<file path="src/rtl/bin2bcd_seq_if.sv">
// rtl/bin2bcd_seq_if.sv - operand/result handshake bundle for bin2bcd_seq
interface bin2bcd_seq_if #(
  parameter int WIDTH  = 16,
  parameter int DIGITS = 5
);
  logic                  in_valid;
  logic                  in_ready;
  logic [WIDTH-1:0]      bin_in;
  logic                  out_valid;
  logic                  out_ready;
  logic [4*DIGITS-1:0]   bcd_out;
  logic                  busy;

  modport master (
    output in_valid, bin_in, out_ready,
    input  in_ready, out_valid, bcd_out, busy
  );

  modport slave (
    input  in_valid, bin_in, out_ready,
    output in_ready, out_valid, bcd_out, busy
  );
endinterface

</file>
<file path="src/rtl/bin2bcd_seq.sv">
// rtl/bin2bcd_seq.sv - iterative double-dabble binary to BCD converter, one bit per clock
// Optional leading-zero blanking (4'hF digits) when BIN2BCD_BLANK_LEADING_ZERO_EN is defined.
module bin2bcd_seq #(
  parameter int WIDTH  = 16,
  parameter int DIGITS = 5
) (
  input  logic             clk,
  input  logic             rst_n,
  bin2bcd_seq_if.slave     bus
);

  localparam int BW = 4 * DIGITS;
  localparam int SW = BW + WIDTH;
  localparam int CW = (WIDTH > 1) ? $clog2(WIDTH) : 1;
  localparam logic [CW-1:0] LAST = CW'(WIDTH - 1);

  typedef enum logic [1:0] {IDLE, SHIFT, DONE} state_t;

  state_t          state, state_nxt;
  logic [SW-1:0]   sreg, sreg_nxt;
  logic [CW-1:0]   cnt;
  logic [BW-1:0]   adj;
  logic [BW-1:0]   bcd_res;
  logic [BW-1:0]   bcd_fmt;
  logic [BW-1:0]   bcd_q;
  logic            in_ready_c, out_valid_c, busy_c;

  always_ff @(posedge clk or negedge rst_n) begin
    if (!rst_n) begin
      state <= IDLE;
    end else begin
      state <= state_nxt;
    end
  end

  always_comb begin
    state_nxt   = state;
    in_ready_c  = 1'b0;
    out_valid_c = 1'b0;
    busy_c      = 1'b0;
    case (state)
      IDLE: begin
        in_ready_c = 1'b1;
        if (bus.in_valid) state_nxt = SHIFT;
      end
      SHIFT: begin
        busy_c = 1'b1;
        if (cnt == LAST) state_nxt = DONE;
      end
      DONE: begin
        out_valid_c = 1'b1;
        if (bus.out_ready) state_nxt = IDLE;
      end
      default: state_nxt = IDLE;
    endcase
  end

  // Add-3 correction happens on the pre-shift digits; the top carry bit is
  // discarded since DIGITS is sized to hold the largest WIDTH-bit value.
  always_comb begin
    adj = sreg[SW-1 -: BW];
    for (int i = 0; i < DIGITS; i++) begin
      if (adj[4*i +: 4] >= 4'd5) adj[4*i +: 4] = adj[4*i +: 4] + 4'd3;
    end
    sreg_nxt = {adj[BW-2:0], sreg[WIDTH-1:0], 1'b0};
    bcd_res  = sreg_nxt[SW-1 -: BW];
  end

`ifdef BIN2BCD_BLANK_LEADING_ZERO_EN
  always_comb begin
    logic lead;
    lead    = 1'b1;
    bcd_fmt = bcd_res;
    for (int i = DIGITS - 1; i >= 1; i--) begin
      if (bcd_res[4*i +: 4] != 4'd0) lead = 1'b0;
      if (lead) bcd_fmt[4*i +: 4] = 4'hF;
    end
  end
`else
  assign bcd_fmt = bcd_res;
`endif

  always_ff @(posedge clk or negedge rst_n) begin
    if (!rst_n) begin
      sreg  <= '0;
      cnt   <= '0;
      bcd_q <= '0;
    end else begin
      case (state)
        IDLE: begin
          if (bus.in_valid) begin
            sreg <= {{BW{1'b0}}, bus.bin_in};
            cnt  <= '0;
          end
        end
        SHIFT: begin
          sreg <= sreg_nxt;
          cnt  <= cnt + 1'b1;
          if (cnt == LAST) bcd_q <= bcd_fmt;
        end
        default: ;
      endcase
    end
  end

  assign bus.in_ready  = in_ready_c;
  assign bus.out_valid = out_valid_c;
  assign bus.busy      = busy_c;
  assign bus.bcd_out   = bcd_q;

endmodule

</file>
<file path="src/flat_wrapper.sv">
// flat-port wrapper written by rule: the top's interface ports become plain ports
module bin2bcd_seq_flat 
#(
  parameter int WIDTH  = 16,
  parameter int DIGITS = 5
)
  (clk, rst_n, bus_in_valid, bus_bin_in, bus_out_ready, bus_in_ready, bus_out_valid, bus_bcd_out, bus_busy);
  bin2bcd_seq_if #(.WIDTH(WIDTH), .DIGITS(DIGITS)) bus_i ();
  input  logic clk;
  input  logic rst_n;
  input wire logic [$bits(bus_i.in_valid)-1:0] bus_in_valid;
  input wire logic [$bits(bus_i.bin_in)-1:0] bus_bin_in;
  input wire logic [$bits(bus_i.out_ready)-1:0] bus_out_ready;
  output wire logic [$bits(bus_i.in_ready)-1:0] bus_in_ready;
  output wire logic [$bits(bus_i.out_valid)-1:0] bus_out_valid;
  output wire logic [$bits(bus_i.bcd_out)-1:0] bus_bcd_out;
  output wire logic [$bits(bus_i.busy)-1:0] bus_busy;
  assign bus_i.in_valid = bus_in_valid;
  assign bus_i.bin_in = bus_bin_in;
  assign bus_i.out_ready = bus_out_ready;
  assign bus_in_ready = bus_i.in_ready;
  assign bus_out_valid = bus_i.out_valid;
  assign bus_bcd_out = bus_i.bcd_out;
  assign bus_busy = bus_i.busy;
  bin2bcd_seq #(.WIDTH(WIDTH), .DIGITS(DIGITS)) u_core (.clk(clk), .rst_n(rst_n), .bus(bus_i));
endmodule
</file>
<file path="config.mk">
export PLATFORM = sky130hd
export DESIGN_NAME = bin2bcd_seq_flat
export DESIGN_NICKNAME = d
export VERILOG_FILES = /design/src/rtl/bin2bcd_seq_if.sv /design/src/rtl/bin2bcd_seq.sv /design/src/flat_wrapper.sv
export SDC_FILE = /design/constraint.sdc
export NUM_CORES = 1
export LEC_CHECK = 0
export CAP_MARGIN = 0
export CORE_ASPECT_RATIO = 0.7
export CORE_MARGIN = 1.5
export CORE_UTILIZATION = 46
export CTS_CLUSTER_DIAMETER = 50
export DETAILED_ROUTE_END_ITERATION = 10
export HOLD_SLACK_MARGIN = 0.06
export PLACE_DENSITY_LB_ADDON = 0.15
export SLEW_MARGIN = 30
export SYNTH_ARGS = -nofsm -noshare
export SYNTH_HDL_FRONTEND = slang
export SYNTH_SLANG_ARGS = --single-unit
</file>
<file path="constraint.sdc">
create_clock -name clk -period 3.5 [get_ports clk]
set_input_delay 0.525 -clock clk [delete_from_list [all_inputs] [get_ports clk]]
set_output_delay 0.525 -clock clk [all_outputs]
set_load 0.1 [all_outputs]
</file>
==> summary.md, run 1 <==
| Metric | Value |
|---|---|
| Period utilization | 67.7% |
| Via Count | 2364 |
| FP Rows | 24 |
| Synth cell types | 34 |
| Vias per Instance | 5.37 |
| CTS Sinks | 62 |
| Core ar. | 6400 µm² |
| Critical Path Start Type | register |
| DRT iter0 DRCs | 111 |
| Root Driver | clkbuf_8 |
| Num CTS Buffers | 9 |
| Antenna Cells | 0 |
| First-pass detailed-route iteration total | 6 |
| Worst Path Buf+Inv | 1 |
| Slew HR | 35.3% |
| Setup CP Type | reg -> out |
| Initial Utilization | 48.9% |
| CP max stage delay | 1.14 ns |
| FMAX | 422 MHz |
| Slowest CP cell | clkdlybuf4s50_1 |
| # H-tree levels | 3 |
| Crit-path cells | clkdlybuf4s50_1 |
| Worst-margin pin slew | 0.968 ns |
| Detailed Place HPWL | 4260 µm |
| Hold Path Class | in -> async |
| Total congestion overflow | 0 |
| Gpl congestion | 0.753 |
| Cell Area, Placed | 3580 µm² |
| Setup_tns | 0 ns |
| Outcome | finished clean |
| Final #Nets | 376 |
| Post-CTS Setup Bufs | 0 |
| Port bufs | 42 |
| Die height | 72.0 µm |
| Seq/Total Area, Yosys | 49.6% |
| Clock Tree Buf Depth | 2 |
| Final Skew | 0.00715 ns |
| Hold-fix buffers, CTS | 0 |
| Average size of a mapped cell | 10.3 µm² |
| Setup Viol. Count Final | 0 |
| YS warnings | 0 |
| Layout cell share with drive strength beyond 1 | 16.6% |
| Syn nets | 335 |
| Family with the most delay on the worst path | buffers and inverters |
| Overall die area | 7310 µm² |
| I/O pin total | 43 |
| CP arrival | 1.84 ns |
| Total GRT Usage | 20.2% |
| Final hold vios | 0 |
| WP data required | 2.97 ns |
| Post-Syn Area | 3130 µm² |
| Die Width | 102 µm |
| FF+latch count, synth | 62 |
| CTS tree | built |
| Vias in the first global route | 2237 |
| CP endpoint kind | primary output |
| Max-Cap Viols | 0 |
| Min Tclk post-route | 2.37 ns |
| Final slew viol count | 0 |
| Post_cts resized | 0 |
| Global-route wire length before repair | 11100 µm |
| DRC | 0 |
| Filler instances | 572 |
| Mapped Cells | 304 |
| Initial antenna violation count | 0 |
| Synthesis-to-finish area growth | 20.5% |
| Worst-skew pair later-pin latency | 0.35 ns |
| Unrepaired setup endpoints after global routing | false |
| Design Area, Final | 3770 µm² |
| Post-route antenna net violation count | 0 |
| Largest net degree at the start of global routing | 43 |
| Max Fanout on Critical Path | 2 |
| WL final | 6530 µm |
| Worst-path clk slew | 0.07 ns |
| DR WL/cell | 14.8 µm |
cell usage in the layout (no fill, tap or decap), types with 2 or more instances in the layout:
| cell type | instances |
|---|---|
| clkbuf_8 | 13 |
| o21ai_2 | 9 |
| a21oi_2 | 5 |
| dfrtp_1 | 62 |
| nor2_1 | 7 |
| nor3_1 | 6 |
| a31oi_1 | 5 |
| clkbuf_1 | 2 |
| a22o_1 | 8 |
| xnor2_1 | 5 |
| mux2_2 | 10 |
| o21ai_0 | 41 |
| o21ai_1 | 2 |
| clkdlybuf4s50_1 | 38 |
| nor2b_1 | 11 |
| a22oi_1 | 15 |
| and2b_1 | 5 |
| nand2_1 | 29 |
| inv_1 | 11 |
| buf_4 | 9 |
| nand2b_1 | 6 |
| ha_1 | 11 |
| nor3b_1 | 4 |
| or3b_2 | 5 |
| a21oi_1 | 20 |
final timing paths:
kind,startpoint,end,slack (ns),cells past startpoint
setup / recovery,u_core.bus.bcd_out[10]$_DFFE_PN0P_,bus_bcd_out[10],1.13,1
hold / removal,rst_n,u_core.bus.bcd_out[7]$_DFFE_PN0P_,0.15,1
setup reg to reg,u_core.sreg[16]$_DFFE_PN0P_,u_core.sreg[18]$_DFFE_PN0P_,1.88,5
hold reg to reg,u_core.bus.bcd_out[8]$_DFFE_PN0P_,u_core.bus.bcd_out[8]$_DFFE_PN0P_,0.48,2
max in group asynchronous,rst_n,u_core.sreg[19]$_DFFE_PN0P_,2.64,2
min in group clk,u_core.bus.bcd_out[8]$_DFFE_PN0P_,u_core.bus.bcd_out[8]$_DFFE_PN0P_,0.48,2
flip-flops by register name, indices dropped and copies added (netlist names):
name / flops
u_core.state: 2
u_core.bus.bcd_out: 20
u_core.cnt: 4
u_core.sreg: 36
synthesized netlist by cell type:
library cell	number	area (µm²)
nand2b_1	6	37.5
nand3_2	1	10.0
nand3_1	1	5.00
nand2_1	29	109
nor2_1	7	26.3
or3b_2	5	43.8
a21o_1	1	7.51
a31oi_1	5	31.3
nor2_8	1	20.0
nor3b_1	4	30.0
ha_1	11	138
buf_4	2	15.0
clkbuf_1	4	15.0
o21bai_2	1	11.3
a22o_1	8	70.1
buf_2	7	35.0
inv_2	1	3.75
dfrtp_1	62	1550
buf_6	4	45.0
a21oi_1	20	100
o21ai_2	9	78.8
o21ai_1	2	10.0
and2b_1	5	37.5
or2_4	1	8.76
a22oi_1	15	113
nor2b_1	12	75.1
inv_1	11	41.3
nor3_1	6	30.0
o21ai_0	41	205
a21oi_2	5	43.8
a41oi_1	1	8.76
nand2b_4	1	13.8
mux2_2	10	113
xnor2_1	5	43.8
kinds of logic after synthesis:
family,Yosys count,synth area share (%)
flip-flops,62,49.6
multiplexers,10,3.60
AND/OR/NAND/NOR,79,14.3
AO/OA/AOI/OAI,108,21.7
adder cells (fa/ha/maj),11,4.40
buffers and inverters,29,4.96
XOR/XNOR,5,1.40
per-stage QoR:
step / setup WS, ns / std cells / hold slack, ns / utilization [%]
4_1_cts: 1.10 / 440 / 0.357 / 58.9
6_report: 1.13 / 440 / 0.150 / 58.9
3_5_place_dp: 1.26 / 425 / 0.466 / 55.9
3_3_place_gp: 0.985 / 425 / 0.458 / 55.9
2_1_floorplan: 1.01 / 304 / 0.229 / -
5_1_grt: 1.07 / 440 / 0.196 / 58.9
cell type report:
class                   instances  area (µm²)  share of cell area, %
clock buffers                  15         186                   4.95
inverters                      12        45.0                   1.20
multi-input cells             213        1420                   37.8
flip-flops and latches         62        1550                   41.2
well taps                      91         114                   3.02
repair buffers                 47         448                   11.9
layer usage:
layer	vias up	track usage [%]	share of wire [%]
li1	1152	-	-
met1	1156	28.5	50
met2	49	29.0	43
met3	7	6.74	4.7
met4	0	7.41	1.4
met5	-	0	0
Power of run 1 is left out: the tool's default activity adds up to more than one toggle a clock period on the data nets, which glitch-free logic cannot reach.
==> run 2: changes to the inputs <==
==> constraint.sdc (replaced) <==
create_clock -name clk -period 2.1 [get_ports clk]
set_input_delay 0.315 -clock clk [delete_from_list [all_inputs] [get_ports clk]]
set_output_delay 0.315 -clock clk [all_outputs]
set_load 0.1 [all_outputs]
==> summary.md, run 2 (synthesis results as in run 1) <==
| Metric | Value |
|---|---|
| Hold Path Class | in -> async |
| Num CTS Buffers | 9 |
| Initial Utilization | 48.9% |
| Worst-margin pin slew | 0.591 ns |
| Filler instances | 566 |
| Min Tclk post-route | 1.86 ns |
| Final hold vios | 0 |
| Max Fanout on Critical Path | 24 |
| CP max stage delay | 0.49 ns |
| Worst-path clk slew | 0.07 ns |
| Post_cts resized | 0 |
| Final setup margin | 0.243 ns |
| Worst-skew pair later-pin latency | 0.34 ns |
| Design Area, Final | 3830 µm² |
| Gpl congestion | 0.792 |
| Critical Path Start Type | register |
| DRC | 0 |
| Largest net degree at the start of global routing | 47 |
| Vias per Instance | 5.32 |
| Cell Area, Placed | 3590 µm² |
| CP arrival | 1.54 ns |
| Max-Cap Viols | 0 |
| Detailed Place HPWL | 4280 µm |
| WHS | 0.438 ns |
| Root Driver | clkbuf_8 |
| FP Rows | 24 |
| Unrepaired setup endpoints after global routing | false |
| Final slew viol count | 0 |
| Setup_tns | 0 ns |
| Die height | 72.0 µm |
| CP endpoint kind | primary output |
| Total congestion overflow | 0 |
| Global-route wire length before repair | 10900 µm |
| WL final | 6420 µm |
| Family with the most delay on the worst path | flip-flops |
| Via Count | 2363 |
| Final #Nets | 379 |
| Largest register by flop count | u_core.sreg |
| First-pass detailed-route iteration total | 4 |
| Clock Tree Buf Depth | 2 |
| Outcome | finished clean |
| Commonest non-fill, non-tap cell in the layout | dfrtp_1 |
| Antenna Cells | 0 |
| Most frequent cells in the layout | dfrtp_1 (62), o21ai_0 (41), nand2_1 (29) |
| Max reg flops | 36 |
| Synthesis-to-finish area growth | 22.4% |
| Slowest CP cell | dfrtp_1 |
| Pre-CTS setup slack | 0.122 ns |
| Setup CP Type | reg -> out |
| Port bufs | 42 |
| CTS Sinks | 62 |
| Slew HR | 60.5% |
| FMAX | 539 MHz |
| DRT iter0 DRCs | 131 |
| DR WL/cell | 14.5 µm |
| Crit-path cells | nand2b_4, inv_2, buf_12 |
| Final Skew | 0.00819 ns |
| Layout cell share with drive strength beyond 1 | 22.9% |
| Seq. cell area | 1550 µm² |
| Initial antenna violation count | 0 |
| Total GRT Usage | 19.4% |
| WP data required | 1.78 ns |
| CTS tree | built |
| Vias in the first global route | 2218 |
| # H-tree levels | 3 |
| Post-route antenna net violation count | 0 |
| Die Width | 102 µm |
| Worst Path Buf+Inv | 2 |
| Overall die area | 7310 µm² |
| Multi-input gate area | 1430 µm² |
| Setup Viol. Count Final | 0 |
| I/O pin total | 43 |
| Period utilization | 88.4% |
| Core ar. | 6400 µm² |
[run 2: cell count changes in the layout (fill, tap and decap cells not counted), moves of 2 or more]
cell,previous run,this run
clkdlybuf4s50_1,38,18
buf_4,9,26
buf_12,0,4
clkbuf_8,13,10
bufinv_16,0,2
clkinv_2,0,2
[run 2: cell type report]
class,count,area share (%)
Sequential cell,62,40.5
Timing Repair Buffer,50,12.3
Inverter,12,1.18
Multi-Input combinational cell,213,37.4
Clock buffer,12,3.79
Clock inverter,4,1.83
Tap cell,91,2.98
[run 2: per-stage QoR]
stage                     std cells  utilization [%]
after CTS                       444             59.7
after global routing            444             59.8
after detailed placement        427             56.2
final                           444             59.8
after global placement          427             56.2
after floorplan                 304                -
[run 2: path summary, 6_finish.rpt]
check                                                   start  cells after the start  slack [ns]                                 end
setup / recovery                  u_core.state[0]$_DFFE_PN0P_                      3        0.24                            bus_busy
hold reg to reg            u_core.bus.bcd_out[10]$_DFFE_PN0P_                      2        0.48  u_core.bus.bcd_out[10]$_DFFE_PN0P_
max in group asynchronous                               rst_n                      3        1.07  u_core.bus.bcd_out[19]$_DFFE_PN0P_
setup reg to reg                  u_core.sreg[28]$_DFFE_PN0P_                      6        0.47         u_core.sreg[30]$_DFFE_PN0P_
hold / removal                                          rst_n                      2        0.44   u_core.bus.bcd_out[7]$_DFFE_PN0P_
min in group clk           u_core.bus.bcd_out[10]$_DFFE_PN0P_                      2        0.48  u_core.bus.bcd_out[10]$_DFFE_PN0P_
[run 2: worst reg2reg max path, stage by stage (launching register included)]
cell,delay (ns)
dfrtp_1,0.44
inv_1,0.09
ha_1,0.21
nand2b_1,0.10
a21oi_2,0.20
mux2_2,0.37
o21ai_0,0.15
[run 2: what timing repair did]
| item | CTS | global route |
|---|---|---|
| hold buffers | 1 | 0 |
| buffers inserted | 0 | 0 |
| endpoints found under the hold margin | 16 | 0 |
[run 2: routing by layer]
layer  global-route usage, %  up-vias  part of all wire, %  routed length [µm]
met1                    27.9     1146                   51                3270
met5                       0        -                    0                   0
li1                        -     1160                    -                   -
met3                    5.59        9                  4.0                 257
met4                    6.94        0                  1.2                  75
met2                    27.9       48                   44                2820
Power of run 2 is left out for the same reason.
